File: config.mk
export PLATFORM = sky130hd
export DESIGN_NAME = ila_verdict_monitor
export DESIGN_NICKNAME = d
export VERILOG_FILES = /design/src/rtl/ila_verdict_monitor_pkg.sv /design/src/rtl/ila_verdict_monitor_sat_counter.sv /design/src/rtl/ila_verdict_monitor.sv
export SDC_FILE = /design/constraint.sdc
export NUM_CORES = 1
export LEC_CHECK = 0
export BUFFER_PORTS_ARGS = -buffer_cell sky130_fd_sc_hd__buf_2
export CORE_MARGIN = 2
export CORE_UTILIZATION = 45
export DETAILED_ROUTE_END_ITERATION = 6
export MAX_ROUTING_LAYER = met4
export PLACE_DENSITY = 0.7
export SYNTH_ARGS = -nofsm -noshare
export SYNTH_HDL_FRONTEND = slang
export SYNTH_SLANG_ARGS = --single-unit
File: constraint.sdc
create_clock -name clk -period 5.7 [get_ports clk]
set_input_delay 0.57 -clock clk [delete_from_list [all_inputs] [get_ports clk]]
set_output_delay 0.57 -clock clk [all_outputs]
set_load 0.005 [all_outputs]
File: src/rtl/ila_verdict_monitor_pkg.sv
// ila_verdict_monitor_pkg: verdict/state types and fail_mask bit positions shared by the ILA verdict monitor.
package ila_verdict_monitor_pkg;
  typedef enum logic [1:0] {
    V_NONE    = 2'd0,
    V_PASS    = 2'd1,
    V_FAIL    = 2'd2,
    V_TIMEOUT = 2'd3
  } ila_verdict_e;
  typedef enum logic [2:0] {
    S_IDLE,
    S_RUN,
    S_SETTLE,
    S_PASS,
    S_FAIL,
    S_TIMEOUT
  } ila_mon_state_e;
  localparam int FM_RM_BIT = 0;
  localparam int FM_DM_BIT = 1;
  function automatic ila_verdict_e state_verdict(input ila_mon_state_e s);
    return s == S_PASS ? V_PASS : s == S_FAIL ? V_FAIL : s == S_TIMEOUT ? V_TIMEOUT : V_NONE;
  endfunction
endpackage

File: src/rtl/ila_verdict_monitor_sat_counter.sv
// ila_sat_counter: W-bit up counter with synchronous clear that sticks at all-ones.
module ila_sat_counter #(
  parameter int W = 32
) (
  input  logic         clk,
  input  logic         rst,
  input  logic         clr,
  input  logic         en,
  output logic [W-1:0] count
);
  always_ff @(posedge clk)
    if (rst || clr) count <= '0;
    else if (en && count != '1) count <= count + W'(1);
endmodule

File: src/rtl/ila_verdict_monitor.sv
// ila_verdict_monitor: arms on start, counts RUN cycles/retires until halt, then latches PASS/FAIL/TIMEOUT
// from rm_ok/dm_ok sampled over a settle window.
module ila_verdict_monitor
  import ila_verdict_monitor_pkg::*;
#(
  parameter int unsigned TIMEOUT_CYCLES = 100000,
  parameter int unsigned SETTLE_CYCLES  = 4,
  parameter int unsigned CNT_W          = 32
) (
  input  logic             clk,
  input  logic             rst,
  input  logic             start,
  input  logic             halt,
  input  logic             retire,
  input  logic             rm_ok,
  input  logic             dm_ok,
  output logic             done,
  output logic             pass,
  output logic             fail,
  output logic [1:0]       verdict,
  output logic [1:0]       fail_mask,
  output logic [CNT_W-1:0] cycle_count,
  output logic [CNT_W-1:0] retire_count
);
  localparam int SW = SETTLE_CYCLES < 2 ? 1 : $clog2(SETTLE_CYCLES);
  if (TIMEOUT_CYCLES < 1 || (CNT_W < 32 && 64'(TIMEOUT_CYCLES) >= (64'd1 << CNT_W))) begin : g_bad_timeout
    $error("ila_verdict_monitor: TIMEOUT_CYCLES out of range 1 .. 2^CNT_W-1");
  end
  if (SETTLE_CYCLES < 1) begin : g_bad_settle
    $error("ila_verdict_monitor: SETTLE_CYCLES must be >= 1");
  end
  ila_mon_state_e state_q, state_d;
  logic [SW-1:0] settle_q, settle_d;
  logic [1:0] mask_s, mask_d;
  logic arm, run, settle_end;
  // start only re-arms from IDLE or a terminal verdict; RUN/SETTLE ignore it
  assign arm = start && !(state_q inside {S_RUN, S_SETTLE});
  assign run = state_q == S_RUN;
  always_comb begin
    mask_s = fail_mask;
    mask_s[FM_RM_BIT] = fail_mask[FM_RM_BIT] | ~rm_ok;
    mask_s[FM_DM_BIT] = fail_mask[FM_DM_BIT] | ~dm_ok;
    settle_end = settle_q == SW'(SETTLE_CYCLES - 1);
    settle_d = state_q == S_SETTLE ? settle_q + SW'(1) : '0;
    mask_d = arm ? 2'b00 : state_q == S_SETTLE ? mask_s : fail_mask;
    state_d = arm ? S_RUN
      : run ? (halt ? S_SETTLE : cycle_count == CNT_W'(TIMEOUT_CYCLES - 1) ? S_TIMEOUT : S_RUN)
      : state_q == S_SETTLE ? (!settle_end ? S_SETTLE : mask_s == 2'b00 ? S_PASS : S_FAIL)
      : state_q;
  end
  always_ff @(posedge clk)
    if (rst) begin
      state_q   <= S_IDLE;
      settle_q  <= '0;
      fail_mask <= '0;
      done      <= 1'b0;
      pass      <= 1'b0;
      fail      <= 1'b0;
      verdict   <= V_NONE;
    end else begin
      state_q   <= state_d;
      settle_q  <= settle_d;
      fail_mask <= mask_d;
      done      <= state_d inside {S_PASS, S_FAIL, S_TIMEOUT};
      pass      <= state_d == S_PASS;
      fail      <= state_d inside {S_FAIL, S_TIMEOUT};
      verdict   <= state_verdict(state_d);
    end
  ila_sat_counter #(.W(CNT_W)) u_cycle_cnt (
    .clk   (clk),
    .rst   (rst),
    .clr   (arm),
    .en    (run),
    .count (cycle_count)
  );
  ila_sat_counter #(.W(CNT_W)) u_retire_cnt (
    .clk   (clk),
    .rst   (rst),
    .clr   (arm),
    .en    (run && retire),
    .count (retire_count)
  );
endmodule

### After elaboration in Yosys (flattened, before gate mapping)

Index checks and enable logic that the tools add are counted.

* register bits after elaboration: 76
* input bits: 7
* output and inout bits: 71

* add/subtract/negate cells: 3
* equal/unequal tests: 9
* muxes and demuxes: 10
* bitwise operators: 5
* reduce and logical (&&, ||, !) cells: 13

Operators by type and width (number)
* 32-bit by 1-bit adder with 32-bit output (second input constant): 2
* 32-bit != test (second input constant): 2
* 32-bit by 17-bit equality test with 1-bit output (second input constant): 1
* 3-bit 2-to-1 mux: 7
* 3-bit by 2-bit equality test with 1-bit output (second input constant): 2
* 3-bit equality test (second input constant): 2
* 2-bit OR reduction: 3
* 1-bit logical AND: 4
* 2-bit 2-to-1 mux: 2
* 2-bit nonzero test: 2
* 3-bit by 1-bit equality test with 1-bit output (second input constant): 1
* 1-bit NOT: 3
* 3-bit nonzero test: 1
* 2-bit by 1-bit adder with 2-bit output (second input constant): 1
* 2-bit equality test (second input constant): 1
* 2-bit zero test: 1
* 1-bit OR: 2
* 1-bit zero test: 1
* 1-bit logical OR: 1
* 1-bit 2-to-1 mux: 1

### Depth between registers and ports, before layout

* depth after elaboration: 12
* depth in mapped cells: 8
* mapped depth without buffers: 6

### Modules after synthesis

From an unflattened synthesis, not the netlist that was laid out.

* cells, all modules: 440
* area total of the unflattened synthesis: 3932.5 um^2

By module, submodules not included
* ila_sat_counter: instances 2, cells each 189, area each 1681.6 um^2, seq. area each 640.6 um^2
* ila_verdict_monitor: instances 1, cells each 62, area each 569.3 um^2, seq. area each 240.2 um^2

### Worst setup path before layout

OpenSTA, ideal clock, no wires.

* kind: register to register
* from: register u_retire_cnt.count[8]
* to: register u_retire_cnt.count[25]
* setup time: 0.117 ns
* data arrival time: 1.804 ns
* data required time: 5.583 ns
* setup slack: 3.779 ns
* stages on the path, launching flop included: 7
* cells stage by stage: dfxtp_1 > nand4_2 > or4_1 > buf_6 > a2111oi_4 > xnor2_1 > nor2_2

* word-level cells in the longest chain between the ends: 2

Ends and longest elaborated chain
* from (decl): RTL line ila_verdict_monitor_sat_counter.sv:9 `output logic [W-1:0] count`
* from (signal assigned): RTL line ila_verdict_monitor_sat_counter.sv:13 `else if (en && count != '1) count <= count + W'(1);`
* branches (longest 2 deep; another with 32-bit by 1-bit adder with 32-bit output)

Parallel ways; which one is timed is not known.
A chain may end at the register's enable or synchronous reset.

### Worst setup path after layout

* from: register u_retire_cnt.count[24]
* to: register u_retire_cnt.count[15]

* word-level cells in the longest chain between the ends: 2

Ends and longest elaborated chain (RTL line)
* 32-bit != test: ila_verdict_monitor_sat_counter.sv:13
* 1-bit logical AND: ila_verdict_monitor_sat_counter.sv:13

Every way passes these cells.

==> impl_metrics.prom <==
# TYPE chip_impl_metric gauge
chip_impl_metric{name="1st_pass_router_iterations",unit=""} 4
chip_impl_metric{name="cp_data_arrival_time",unit="ns"} 2.68
chip_impl_metric{name="summed_negative_setup_slack_over_all_endpoints",unit="ns"} 0
chip_impl_metric{name="critical_path.max_stage_delay",unit="ns"} 0.82
chip_impl_metric{name="drive_gt1_frac",unit=""} 0.2403
chip_impl_metric{name="finalSetupViolations",unit=""} 0
chip_impl_metric{name="cp.required",unit="ns"} 5.89
chip_impl_metric{name="synth_top_cell_area_share",unit=""} 0.3714
chip_impl_metric{name="finalCriticalPeriod",unit="ns"} 2.492
chip_impl_metric{name="timing.final.max_slew_violations",unit=""} 0
chip_impl_metric{name="power.sequential.fraction",unit=""} 0.474
chip_impl_metric{name="vias_per_cell",unit=""} 5.898
chip_impl_metric{name="cellPowerDensity",unit="nW/um^2"} 238.3
chip_impl_metric{name="drc_errors",unit=""} 0
chip_impl_metric{name="worstMarginPinSlew",unit="ns"} 1.201
chip_impl_metric{name="design.final.nets",unit=""} 546
chip_impl_metric{name="synth_area_per_cell",unit="um^2"} 8.697
chip_impl_metric{name="setup_ws",unit="ns"} 3.208
chip_impl_metric{name="mappedNetlistNets",unit=""} 481
chip_impl_metric{name="first_pass_grt_wire_length",unit="um"} 16840
chip_impl_metric{name="clk-insertion-delay-late",unit="ns"} 0.35
chip_impl_metric{name="totalWireLength",unit="um"} 10050
chip_impl_metric{name="pre_cts_slack",unit="ns"} 3.150
chip_impl_metric{name="share_comb_of_total_power",unit=""} 0.044
chip_impl_metric{name="place.gp.congestion",unit=""} 0.8203
chip_impl_metric{name="chipHeight",unit="um"} 99.41
chip_impl_info{name="hold_path_class",value="register to register"} 1
chip_impl_metric{name="critPathBufInv",unit=""} 0
chip_impl_metric{name="floorplan.die_area",unit="um^2"} 9882
chip_impl_metric{name="cts_max_path_buffers",unit=""} 2
chip_impl_metric{name="initialDrtViolationCount",unit=""} 194
chip_impl_metric{name="grt_start_max_net_pins",unit=""} 59
chip_impl_info{name="cpMaxStageDelayCell",value="sky130_fd_sc_hd__nor2_2"} 1
chip_impl_metric{name="maxClockFrequency",unit="GHz"} 0.4013
chip_impl_metric{name="power.leakage",unit="nW"} 1.718
chip_impl_metric{name="die_x",unit="um"} 99.41
chip_impl_metric{name="worst_setup_hold_path_clk_slew",unit="ns"} 0.09
chip_impl_metric{name="post_cts.resized_instances",unit=""} 0
chip_impl_metric{name="start_util",unit=""} 0.4674
chip_impl_metric{name="num_io_pins",unit=""} 78
chip_impl_metric{name="synth_enable_flop_cells",unit=""} 0
chip_impl_info{name="grt_setup_unrepaired",value="no"} 1
chip_impl_metric{name="h-tree-depth",unit=""} 3
chip_impl_metric{name="first_global_vias",unit=""} 3488
chip_impl_metric{name="intPower",unit="mW"} 0.8851
chip_impl_metric{name="io_buffer_count",unit=""} 77
chip_impl_metric{name="vdd_drop_max",unit="mV"} 0.1128
chip_impl_info{name="yosys-top-cells-area",value="sky130_fd_sc_hd__dfxtp_1 37%, sky130_fd_sc_hd__xnor2_1 5.3%, sky130_fd_sc_hd__nor2_1 3.8%"} 1
chip_impl_info{name="ys.flop_type",value="sky130_fd_sc_hd__dfxtp_1"} 1
chip_impl_metric{name="tritoncts_buffers",unit=""} 9
chip_impl_metric{name="period_share",unit=""} 0.4372
chip_impl_metric{name="hold_viol",unit=""} 0
chip_impl_metric{name="synth_cell_type_count",unit=""} 63
chip_impl_metric{name="post_cts_buffers",unit=""} 0
chip_impl_metric{name="power_switching_share",unit=""} 0.2204
chip_impl_metric{name="report.power.total",unit="mW"} 1.135
chip_impl_metric{name="ys_seq_area_frac",unit=""} 0.3714
chip_impl_info{name="cts_tree",value="done"} 1
chip_impl_metric{name="final_antenna_net_count",unit=""} 0
chip_impl_metric{name="timing.max_slew.rel_slack",unit=""} 0.1992
chip_impl_metric{name="grt_util_all_layers",unit=""} 0.2129
chip_impl_metric{name="switching_power_total",unit="mW"} 0.2503
chip_impl_metric{name="layout-area-overhead-vs-synth",unit="%"} 16.31
chip_impl_metric{name="crit_path_max_fanout",unit=""} 19
chip_impl_info{name="critical_path.cell_chain",value="nand4_1 > nor2_2 > and3_1 > or4_1 > a21oi_1"} 1
chip_impl_metric{name="dr_total_vias",unit=""} 3828
chip_impl_metric{name="grt_overflow",unit=""} 0
chip_impl_metric{name="netlist_area_before_placement",unit="um^2"} 4096
chip_impl_metric{name="p_clk_frac",unit=""} 0.481
chip_impl_info{name="yosysTopAreaCell",value="sky130_fd_sc_hd__dfxtp_1"} 1
chip_impl_info{name="run_status",value="complete, no violations"} 1
chip_impl_metric{name="detailed_place_hpwl",unit="um"} 6949
chip_impl_metric{name="antenna_violations_before_repair",unit=""} 0
chip_impl_info{name="kind_of_critical_path",value="register to register"} 1
chip_impl_metric{name="layout.filler_cells",unit=""} 807
chip_impl_metric{name="yosysWarningCount",unit=""} 0
chip_impl_metric{name="rows",unit=""} 34
chip_impl_metric{name="core_area",unit="um^2"} 8763
chip_impl_metric{name="cts_num_sinks",unit=""} 76
chip_impl_metric{name="fin_skew",unit="ns"} 0.01373
chip_impl_metric{name="syn-instance-count",unit=""} 471
chip_impl_info{name="clockRootBuffer",value="sky130_fd_sc_hd__clkbuf_8"} 1
chip_impl_info{name="timing.critical_path.from_type",value="register"} 1
chip_impl_info{name="cp_top_family",value="simple AND/OR/NAND/NOR gates"} 1
chip_impl_metric{name="synthArstFlopShare",unit=""} 0
chip_impl_info{name="end_kind",value="register"} 1
chip_impl_metric{name="ctsHoldBuffers",unit=""} 0
chip_impl_metric{name="route.detailed.wl_per_inst",unit="um"} 15.48
chip_impl_metric{name="drv.max_cap_violation_count",unit=""} 0
chip_impl_metric{name="n_antenna_cell",unit=""} 0
chip_impl_metric{name="synth_seq_cells",unit=""} 76
-- stage by stage --
| stage | cells | hold WS [ns] | utilization | instance area [um^2] |
|---|---|---|---|---|
| 6_report | 649 | 0.4357 | 0.5437 | 4765 |
| 5_1_grt | 649 | 0.4604 | 0.5437 | 4765 |
| 4_1_cts | 649 | 0.4410 | 0.5437 | 4765 |
| 3_5_place_dp | 633 | 0.4285 | 0.5136 | 4501 |
| 3_3_place_gp | 633 | 0.4157 | 0.5136 | 4501 |
| 2_1_floorplan | 471 | 0.4074 | - | 4096 |
-- registers in the layout (all words and copies together), names as in the netlist --
name                count
u_cycle_cnt.count      32
state_q                 3
fail                    1
done                    1
verdict                 2
pass                    1
fail_mask               2
u_retire_cnt.count     32
settle_q                2
-- synth_stat cells, types with 3 or more instances --
cell type                   count
sky130_fd_sc_hd__dfxtp_1       76
sky130_fd_sc_hd__nor2_1        42
sky130_fd_sc_hd__nand2_1       35
sky130_fd_sc_hd__a21oi_1       30
sky130_fd_sc_hd__xnor2_1       25
sky130_fd_sc_hd__nand3_1       24
sky130_fd_sc_hd__nand4_1       23
sky130_fd_sc_hd__or3_1         19
sky130_fd_sc_hd__inv_1         14
sky130_fd_sc_hd__nor4_1        13
sky130_fd_sc_hd__buf_2         12
sky130_fd_sc_hd__o21ai_0       12
sky130_fd_sc_hd__or4_1          9
sky130_fd_sc_hd__clkbuf_1       8
sky130_fd_sc_hd__nor3_1         8
sky130_fd_sc_hd__o31ai_1        8
sky130_fd_sc_hd__and3_1         7
sky130_fd_sc_hd__and4_1         6
sky130_fd_sc_hd__mux2i_1        6
sky130_fd_sc_hd__a2111oi_4      5
sky130_fd_sc_hd__o21ai_1        5
sky130_fd_sc_hd__a211oi_1       4
sky130_fd_sc_hd__a311oi_1       4
sky130_fd_sc_hd__a31oi_1        4
sky130_fd_sc_hd__nand3b_1       4
sky130_fd_sc_hd__nor2_2         4
sky130_fd_sc_hd__nor4_2         4
sky130_fd_sc_hd__xor2_1         4
sky130_fd_sc_hd__a21bo_2        3
sky130_fd_sc_hd__a31o_2         3
sky130_fd_sc_hd__and2_1         3
sky130_fd_sc_hd__ha_1           3
sky130_fd_sc_hd__nand4_2        3
sky130_fd_sc_hd__o211ai_1       3
sky130_fd_sc_hd__or3b_2         3
-- final cells by class --
cell class / instances / area [um^2] / area share
Multi-Input combinational cell: 356 / 2391 / 0.5018
Sequential cell: 76 / 1521 / 0.3193
Timing Repair Buffer: 79 / 400.4 / 0.08403
Clock inverter: 6 / 136.4 / 0.02862
Tap cell: 108 / 135.1 / 0.02836
Clock buffer: 10 / 127.6 / 0.02679
Inverter: 14 / 52.55 / 0.01103
-- kinds of logic after synthesis --
| group | synth area share |
|---|---|
| xor gates and xnor gates | 0.06200 |
| AOI/OAI and AO/OA | 0.1744 |
| buffers and inverters | 0.04490 |
| DFF | 0.3714 |
| adders and majority gates | 0.009164 |
| muxes | 0.01466 |
| and+or+nand+nor | 0.3235 |
-- layer usage --
layer  GRT usage  up-vias  part of all wire
met3     0.03162        8             0.041
met5           -        -                 0
met2      0.3196       89              0.47
li1            -     1896                 -
met4     0.08114        0             0.010
met1      0.2909     1835              0.48
-- path summary, 6_finish.rpt --
| path | startpoint | endpoint | slack, ns | depth (start not counted) |
|---|---|---|---|---|
| hold / removal | settle_q[0] | settle_q[0] | 0.44 | 1 |
| setup reg to reg | u_retire_cnt.count[24] | u_retire_cnt.count[15] | 3.21 | 5 |
| hold reg to reg | settle_q[0] | settle_q[0] | 0.44 | 1 |
| setup / recovery | u_retire_cnt.count[24] | u_retire_cnt.count[15] | 3.21 | 5 |
-- cell usage in the layout (no fill, tap or decap), types with 7 or more instances in the layout --
cell type                  instances
sky130_fd_sc_hd__a21oi_1          30
sky130_fd_sc_hd__and3_1            7
sky130_fd_sc_hd__buf_2            77
sky130_fd_sc_hd__clkbuf_8          9
sky130_fd_sc_hd__dfxtp_1          76
sky130_fd_sc_hd__inv_1            14
sky130_fd_sc_hd__nand2_1          35
sky130_fd_sc_hd__nand3_1          24
sky130_fd_sc_hd__nand4_1          23
sky130_fd_sc_hd__nor2_1           42
sky130_fd_sc_hd__nor3_1            8
sky130_fd_sc_hd__nor4_1           13
sky130_fd_sc_hd__o21ai_0          12
sky130_fd_sc_hd__o31ai_1           8
sky130_fd_sc_hd__or3_1            19
sky130_fd_sc_hd__or4_1             9
sky130_fd_sc_hd__xnor2_1          25
-- power groups by stage --
stage | Combinational [mW] | Clock (mW) | Sequential, mW
5_1_grt | 0.0564 | 0.581 | 0.539
3_3_place_gp | 0.0492 | 0 | 0.551
2_1_floorplan | 0.0402 | 0 | 0.548
6_report | 0.0504 | 0.547 | 0.538
4_1_cts | 0.0509 | 0.554 | 0.538
3_5_place_dp | 0.0504 | 0 | 0.551
-- worst reg2reg max path: cells and delay by family (launching register included) --
kind,cells,cell delay (ns)
compound gates,1,0.06
flops,1,0.45
simple gates,4,1.83
Note: power is estimated with default switching activity, not from simulation.
